<file path="src/rtl/apb_pkg.sv">
// -----------------------------------------------------------------------------
// apb_pkg
// Shared definitions for the round-robin APB master front-end:
//   - FSM state encoding (IDLE/SETUP/ACCESS/RESP)
//   - transfer direction encoding (RW_READ/RW_WRITE)
//   - default address/data widths
//   - wrap_add(): modular add used to walk the requester ring
// No ports (package).
// -----------------------------------------------------------------------------
package apb_pkg;

  localparam logic [1:0] ST_IDLE   = 2'd0;
  localparam logic [1:0] ST_SETUP  = 2'd1;
  localparam logic [1:0] ST_ACCESS = 2'd2;
  localparam logic [1:0] ST_RESP   = 2'd3;

  localparam logic RW_READ  = 1'b0;
  localparam logic RW_WRITE = 1'b1;

  localparam int DEF_WADDR = 8;
  localparam int DEF_WDATA = 8;

  // (base + off) mod n, for walking a ring of n slots starting at base.
  function automatic int wrap_add(input int base, input int off, input int n);
    return (base + off) % n;
  endfunction

endpackage

</file>
<file path="src/rtl/rr_arbiter.sv">
// -----------------------------------------------------------------------------
// rr_arbiter
// Purely combinational round-robin arbiter. The search starts at i_ptr and
// walks upward, wrapping modulo NREQ; the first asserted request wins.
// Ports:
//   i_req        request vector
//   i_ptr        index that has highest priority this cycle
//   o_grant      one-hot grant (all zero when no request)
//   o_grant_idx  binary index of the granted request (0 when none)
//   o_any        at least one request is asserted
// -----------------------------------------------------------------------------
module rr_arbiter
  import apb_pkg::*;
#(
  parameter  int NREQ = 2,
  localparam int PW   = (NREQ > 1) ? $clog2(NREQ) : 1
) (
  input  logic [NREQ-1:0] i_req,
  input  logic [PW-1:0]   i_ptr,
  output logic [NREQ-1:0] o_grant,
  output logic [PW-1:0]   o_grant_idx,
  output logic            o_any
);

  logic [PW-1:0] w_idx;

  // Priority scan from the pointer; later hits are ignored once one is found.
  always_comb begin
    o_grant     = '0;
    o_grant_idx = '0;
    o_any       = 1'b0;
    w_idx       = '0;
    for (int d = 0; d < NREQ; d++) begin
      w_idx = PW'(wrap_add(int'(i_ptr), d, NREQ));
      if (!o_any && i_req[w_idx]) begin
        o_any          = 1'b1;
        o_grant[w_idx] = 1'b1;
        o_grant_idx    = w_idx;
      end else begin
        // an earlier slot in the ring already holds the grant
      end
    end
  end

endmodule

</file>
<file path="src/rtl/apb_rr_arbiter_master.sv">
// -----------------------------------------------------------------------------
// apb_rr_arbiter_master
// APB master shared between NREQ requesters. In IDLE a round-robin arbiter
// picks one valid requester and accepts its command; the FSM then runs one
// APB SETUP cycle, ACCESS cycles until PREADY (or TIMEOUT ACCESS cycles), and
// a one-cycle RESP that pulses the requester's response bit.
// Ports:
//   i_PCLK, i_PRESETn            clock, synchronous active-low reset
//   i_REQ_VALID/RW/ADDR/WDATA    per-requester command (packed k*W +: W)
//   o_REQ_READY                  one-hot accept, combinational, IDLE only
//   o_RSP_VALID/ERR/RDATA        one-hot completion pulse, timeout flag, data
//   o_PSEL/PENABLE/PWRITE/PADDR/PWDATA, i_PREADY/i_PRDATA   APB bus
// -----------------------------------------------------------------------------
module apb_rr_arbiter_master
  import apb_pkg::*;
#(
  parameter  int NREQ    = 2,
  parameter  int WADDR   = DEF_WADDR,
  parameter  int WDATA   = DEF_WDATA,
  parameter  int TIMEOUT = 16
) (
  input  logic                   i_PCLK,
  input  logic                   i_PRESETn,
  input  logic [NREQ-1:0]        i_REQ_VALID,
  output logic [NREQ-1:0]        o_REQ_READY,
  input  logic [NREQ-1:0]        i_REQ_RW,
  input  logic [NREQ*WADDR-1:0]  i_REQ_ADDR,
  input  logic [NREQ*WDATA-1:0]  i_REQ_WDATA,
  output logic [NREQ-1:0]        o_RSP_VALID,
  output logic                   o_RSP_ERR,
  output logic [WDATA-1:0]       o_RSP_RDATA,
  output logic                   o_PSEL,
  output logic                   o_PENABLE,
  output logic                   o_PWRITE,
  output logic [WADDR-1:0]       o_PADDR,
  output logic [WDATA-1:0]       o_PWDATA,
  input  logic                   i_PREADY,
  input  logic [WDATA-1:0]       i_PRDATA
);

  localparam int PW = (NREQ > 1) ? $clog2(NREQ) : 1;
  localparam int CW = $clog2(TIMEOUT + 1);
  localparam logic [CW-1:0] CNT_LAST = CW'(TIMEOUT - 1);
  localparam logic [PW-1:0] PTR_LAST = PW'(NREQ - 1);

  logic [1:0]       r_state;
  logic [PW-1:0]    r_ptr;
  logic [PW-1:0]    r_gidx;
  logic [CW-1:0]    r_cnt;
  logic             r_psel;
  logic             r_penable;
  logic             r_pwrite;
  logic [WADDR-1:0] r_paddr;
  logic [WDATA-1:0] r_pwdata;
  logic [NREQ-1:0]  r_rsp_valid;
  logic             r_rsp_err;
  logic [WDATA-1:0] r_rsp_rdata;

  logic [NREQ-1:0]  w_grant;
  logic [PW-1:0]    w_gidx;
  logic             w_any;
  logic             w_rw_sel;
  logic [WADDR-1:0] w_addr_sel;
  logic [WDATA-1:0] w_wdata_sel;
  logic [NREQ-1:0]  w_rsp_vec;

  rr_arbiter #(.NREQ(NREQ)) u_arb (
    .i_req       (i_REQ_VALID),
    .i_ptr       (r_ptr),
    .o_grant     (w_grant),
    .o_grant_idx (w_gidx),
    .o_any       (w_any)
  );

  // Pick out the granted requester's command slices.
  always_comb begin
    w_rw_sel    = 1'b0;
    w_addr_sel  = '0;
    w_wdata_sel = '0;
    for (int k = 0; k < NREQ; k++) begin
      if (w_gidx == PW'(k)) begin
        w_rw_sel    = i_REQ_RW[k];
        w_addr_sel  = i_REQ_ADDR[k*WADDR +: WADDR];
        w_wdata_sel = i_REQ_WDATA[k*WDATA +: WDATA];
      end else begin
        // not the granted slot
      end
    end
  end

  // Accept strobe: only in IDLE and never while reset is held.
  always_comb begin
    if (i_PRESETn && (r_state == ST_IDLE)) begin
      o_REQ_READY = w_grant;
    end else begin
      o_REQ_READY = '0;
    end
  end

  assign w_rsp_vec = {{(NREQ-1){1'b0}}, 1'b1} << r_gidx;

  // Transfer FSM; APB and response outputs are registered alongside the state
  // so they line up with it (PSEL rises on the accept edge, etc.).
  always_ff @(posedge i_PCLK) begin
    if (!i_PRESETn) begin
      r_state     <= ST_IDLE;
      r_ptr       <= '0;
      r_gidx      <= '0;
      r_cnt       <= '0;
      r_psel      <= 1'b0;
      r_penable   <= 1'b0;
      r_pwrite    <= 1'b0;
      r_paddr     <= '0;
      r_pwdata    <= '0;
      r_rsp_valid <= '0;
      r_rsp_err   <= 1'b0;
      r_rsp_rdata <= '0;
    end else begin
      case (r_state)
        ST_IDLE: begin
          if (w_any) begin
            r_gidx   <= w_gidx;
            r_pwrite <= w_rw_sel;
            r_paddr  <= w_addr_sel;
            r_pwdata <= w_wdata_sel;
            r_psel   <= 1'b1;
            r_state  <= ST_SETUP;
          end else begin
            r_state <= ST_IDLE;
          end
        end
        ST_SETUP: begin
          // PREADY is deliberately not looked at here
          r_penable <= 1'b1;
          r_state   <= ST_ACCESS;
        end
        ST_ACCESS: begin
          // Success is tested first so PREADY on the last allowed cycle wins.
          if (i_PREADY) begin
            r_rsp_rdata <= (r_pwrite == RW_READ) ? i_PRDATA : '0;
            r_rsp_err   <= 1'b0;
            r_rsp_valid <= w_rsp_vec;
            r_psel      <= 1'b0;
            r_penable   <= 1'b0;
            r_state     <= ST_RESP;
          end else if (r_cnt == CNT_LAST) begin
            r_rsp_rdata <= '0;
            r_rsp_err   <= 1'b1;
            r_rsp_valid <= w_rsp_vec;
            r_psel      <= 1'b0;
            r_penable   <= 1'b0;
            r_state     <= ST_RESP;
          end else begin
            r_cnt <= r_cnt + 1'b1;
          end
        end
        ST_RESP: begin
          r_rsp_valid <= '0;
          r_rsp_err   <= 1'b0;
          r_rsp_rdata <= '0;
          r_cnt       <= '0;
          r_ptr       <= (r_gidx == PTR_LAST) ? '0 : (r_gidx + 1'b1);
          r_state     <= ST_IDLE;
        end
        default: begin
          r_psel    <= 1'b0;
          r_penable <= 1'b0;
          r_cnt     <= '0;
          r_state   <= ST_IDLE;
        end
      endcase
    end
  end

  assign o_RSP_VALID = r_rsp_valid;
  assign o_RSP_ERR   = r_rsp_err;
  assign o_RSP_RDATA = r_rsp_rdata;
  assign o_PSEL      = r_psel;
  assign o_PENABLE   = r_penable;
  assign o_PWRITE    = r_pwrite;
  assign o_PADDR     = r_paddr;
  assign o_PWDATA    = r_pwdata;

endmodule
</file>
<file path="config.mk">
export PLATFORM = sky130hd
export DESIGN_NAME = apb_rr_arbiter_master
export DESIGN_NICKNAME = d
export VERILOG_FILES = /design/src/rtl/apb_pkg.sv /design/src/rtl/rr_arbiter.sv /design/src/rtl/apb_rr_arbiter_master.sv
export SDC_FILE = /design/constraint.sdc
export NUM_CORES = 1
export LEC_CHECK = 0
export ABC_AREA = 1
export BUFFER_PORTS_ARGS = -buffer_cell sky130_fd_sc_hd__buf_2
export CORE_UTILIZATION = 43
export DETAILED_ROUTE_END_ITERATION = 8
export PLACE_DENSITY = 0.76
export SETUP_SLACK_MARGIN = 0.2
export SLEW_MARGIN = 15
export SYNTH_ARGS = -nofsm -noshare
export SYNTH_HDL_FRONTEND = slang
export SYNTH_HIERARCHICAL = 1
export SYNTH_SLANG_ARGS = --single-unit
</file>
<file path="constraint.sdc">
create_clock -name i_PCLK -period 1.5 [get_ports i_PCLK]
set_input_delay 0.225 -clock i_PCLK [delete_from_list [all_inputs] [get_ports i_PCLK]]
set_output_delay 0.225 -clock i_PCLK [all_outputs]
set_load 0.005 [all_outputs]
</file>
==> qor.csv <==
stage;metric;value;unit
power_and_ir_drop;static_power_due_to_leakage;0.00161;uW
synth;synth_warnings;6;
sta;clock-skew-final;0.00364;ns
synth;syn-num-nets;334;
placement;placed_cells_incl_taps;411;
cells_and_area;post_route_cells_drive_above_1_share;49.1;%
synth;adder_and_majority_gate_portion_of_the_synthesized_area;3.27;%
power_and_ir_drop;power.ir.vdd_worst;1.16;mV
run_status;violations;setup timing;
grt;groute.usage.overall;24.1;%
cells_and_area;layout.area.seq;792;um2
grt;number_of_global_route_vias_before_repair;1919;
drt;detailedRoute.firstPassIterationCount;4;
clock_network;cts.reportedPaths.clkPinSlew;0.07;ns
placement;detailed_place.area;2420;um2
sta;timing.final.crit_share;101;%
floorplan;fp-row-count;23;
floorplan;initial_cell_density_of_the_core;46.1;%
sta;hold_violations;0;
synth;synth_mux_area_share;0;%
synth;dominant_combinational_cell_family_by_area_after_synthesis;simple AND/OR/NAND/NOR gates;
cells_and_area;flow.area_growth_from_synthesis;62.3;%
grt;antenna_found_initial;0;
drt;m1WireLength;2.52;mm
critical_path;worst-endpoint-arrival;1.73;ns
cells_and_area;area_of_combinational_cells_with_multiple_inputs;1150;um2
floorplan;core-area;4140;um2
grt;grt_first_pass_wirelength;8.36;mm
clock_network;cts_htree_levels;2;
critical_path;timing.critical_path.to_type;register;
sta;setup_violations;1;
sta;setup_slack;-0.00806;ns
drt;totalWireLength;6.16;mm
sta;timing.final.crit_period;1.51;ns
clock_network;clk_latency_worst_skew_pair;0.30;ns
cells_and_area;final_net_count;452;
drt;avgRoutedWirePerCell;13.7;um
job;max_cap_violations;0;
sta;drv_slew;0;
synth;synth_cell_type_count;20;
cells_and_area;layoutNonFillerInstCount;451;
grt;grt-ovfl-total;0;
drt;detailroute.via_count;2256;
grt;largest_net_degree_at_the_start_of_global_routing;36;
floorplan;die-area;4720;um2
critical_path;crit_required;1.72;ns
critical_path;setup.worst_path.class;reg2reg;
clock_network;tritoncts;yes;
synth;ys_ff_latch;39;
synth;synth_xor_area_share;0;%
power_and_ir_drop;totalPowerFinal;6250;uW
placement;place.port_buffers;78;
cells_and_area;layout.cell_area.non_filler;3100;um2
synth;synth-simple-area-share;33.8;%
drt;met3_length;391;um
sta;worst_slew_margin_rel;74.6;%
synth;synth-compound-area-share;10.9;%
critical_path;cp_max_fo;5;
placement;detailedPlace.worstSlack;-0.292;ns
drt;highest_layer;met4;
floorplan;io_pins;79;
placement;detailed_place_hpwl;3.26;mm
synth;synth.yosys.seq_area_share;40.8;%
placement;place_congestion;0.827;
sta;grt_setup_unrepaired;true;
synth;netlist_area;1910;um2
drt;post_detailed_route_count_of_antenna_violating_nets;0;
worst_hold_path;min-delay-path-class;in2reg;
drt;wl_met2;3.13;mm
clock_network;max-clock-path-buffers;2;
synth;synthCells;282;
drt;drt_drc_violations_left;0;
clock_network;cts-buffers-inserted;5;
run_status;run_status;complete, but fails checks;
clock_network;cts.hold.buffers_added;0;
critical_path;cp-start-kind;register;
floorplan;fp.dieH;68.7;um
synth;synth_area_per_cell;6.78;um2
floorplan;chipWidth;68.7;um
cells_and_area;n_antenna_cell;0;
sta;fmax;663;MHz
clock_network;cts_num_sinks;39;
drt;drt-vias-per-instance;5.00;
drt;drt_first_iter_violations;102;
cells_and_area;n_fill_cell;296;
power_and_ir_drop;power.density_cell_area;2020;nW/um2
sta;worst_slew_pin_slew;0.379;ns
clock_network;cts_root_buffer;clkbuf_8;
[cell usage in the layout, fill, tap and decap left out]
| cell type | n |
|---|---|
| a21oi_1 | 6 |
| a21oi_2 | 5 |
| and3_4 | 2 |
| buf_12 | 1 |
| buf_2 | 76 |
| buf_4 | 24 |
| buf_6 | 14 |
| buf_8 | 2 |
| clkbuf_1 | 1 |
| clkbuf_8 | 7 |
| clkinv_1 | 1 |
| clkinv_8 | 3 |
| dfxtp_1 | 34 |
| dfxtp_2 | 3 |
| dfxtp_4 | 2 |
| ha_2 | 2 |
| ha_4 | 3 |
| inv_1 | 25 |
| inv_2 | 7 |
| inv_4 | 3 |
| inv_6 | 2 |
| inv_8 | 2 |
| nand2_1 | 74 |
| nand2_2 | 13 |
| nand2_4 | 4 |
| nand2_8 | 2 |
| nand3_1 | 19 |
| nand3_2 | 6 |
| nor2_1 | 22 |
| nor2_2 | 9 |
| nor2_4 | 5 |
| o211ai_1 | 17 |
| o21ai_0 | 2 |
| o21ai_1 | 3 |
[final timing paths]
kind	from	to	slack, ns	depth (start not counted)
setup / recovery	r_cnt[0]	r_cnt[1]	-0.008	10
hold / removal	i_PRDATA[3]	o_RSP_RDATA[3]	0.23	5
setup reg to reg	r_cnt[0]	r_cnt[1]	-0.008	10
hold reg to reg	o_RSP_RDATA[2]	o_RSP_RDATA[2]	0.48	2
[cells by family (layout without fill, tap and decap cells)]
group,after synthesis,count (layout)
buffers and inverters,49,168
and+or+nand+nor,156,156
AOI/OAI and AO/OA,33,33
DFF,39,39
adders and majority gates,5,5
[where the power goes]
group / internal [uW] / switching [uW] / total (uW) / leakage, uW
clock network: 420 / 376 / 796 / 0.0000515
logic: 1820 / 1900 / 3710 / 0.00124
registers: 1470 / 276 / 1740 / 0.000324
[state kept, by name (all words and copies together), names as in the netlist, 2 cells and up]
register,cells
o_PADDR,8
o_PWDATA,8
o_RSP_RDATA,8
o_RSP_VALID,2
r_cnt,5
r_state,2
[what timing repair did]
action	CTS	global route
pin swaps	10	30
gates resized for setup	42	63
setup buffers	10	16
cloned	3	3
setup endpoints to repair	40	40
[synth_stat cells]
library cell / number / area share [%]
nor2_2: 5 / 1.6
buf_4: 2 / 0.79
nand2_2: 2 / 0.65
nor2_1: 31 / 6.1
o211ai_1: 17 / 6.7
inv_2: 4 / 0.79
buf_8: 1 / 0.79
a21oi_1: 11 / 2.9
clkinv_1: 1 / 0.20
ha_1: 5 / 3.3
nand2_1: 90 / 18
dfxtp_1: 39 / 41
nand3_1: 25 / 6.5
inv_1: 31 / 6.1
nand2_4: 1 / 0.59
o21ai_0: 5 / 1.3
inv_4: 1 / 0.33
buf_2: 7 / 1.8
and3_1: 2 / 0.65
clkbuf_1: 2 / 0.39
[area by class of cell]
cell class / count / area share [%]
clock buffers: 8 / 3.23
inverters: 37 / 5.28
multi-input cells: 194 / 37.0
flip-flops and latches: 39 / 25.5
well taps: 50 / 2.02
repair buffers: 117 / 24.8
repair inverters: 6 / 2.18
[metrics by stage]
step	util, %	hold WS (ns)	TNS [ns]
after floorplan	-	0.407	0
after global placement	58.4	0.449	-3.62
after detailed placement	58.4	0.448	-5.05
after CTS	66.2	0.231	0
after global routing	74.9	0.255	-0.340
final	74.9	0.233	-0.00806
[critical path, stage by stage (launching register included)]
cell and delay (ns):
dfxtp_4 0.36, ha_4 0.17, nand2_4 0.07, nor2_4 0.04, ha_4 0.17, nor2_4 0.09
nand2_4 0.10, buf_6 0.16, inv_4 0.06, nand3_2 0.07, a21oi_2 0.15
[per-layer routing]
layer	global-route usage [%]	up-vias
met5	0	-
met4	10.4	0
met1	27.5	1028
met2	40.8	91
met3	8.06	12
li1	-	1125
Power figures use the tool's default switching activity.
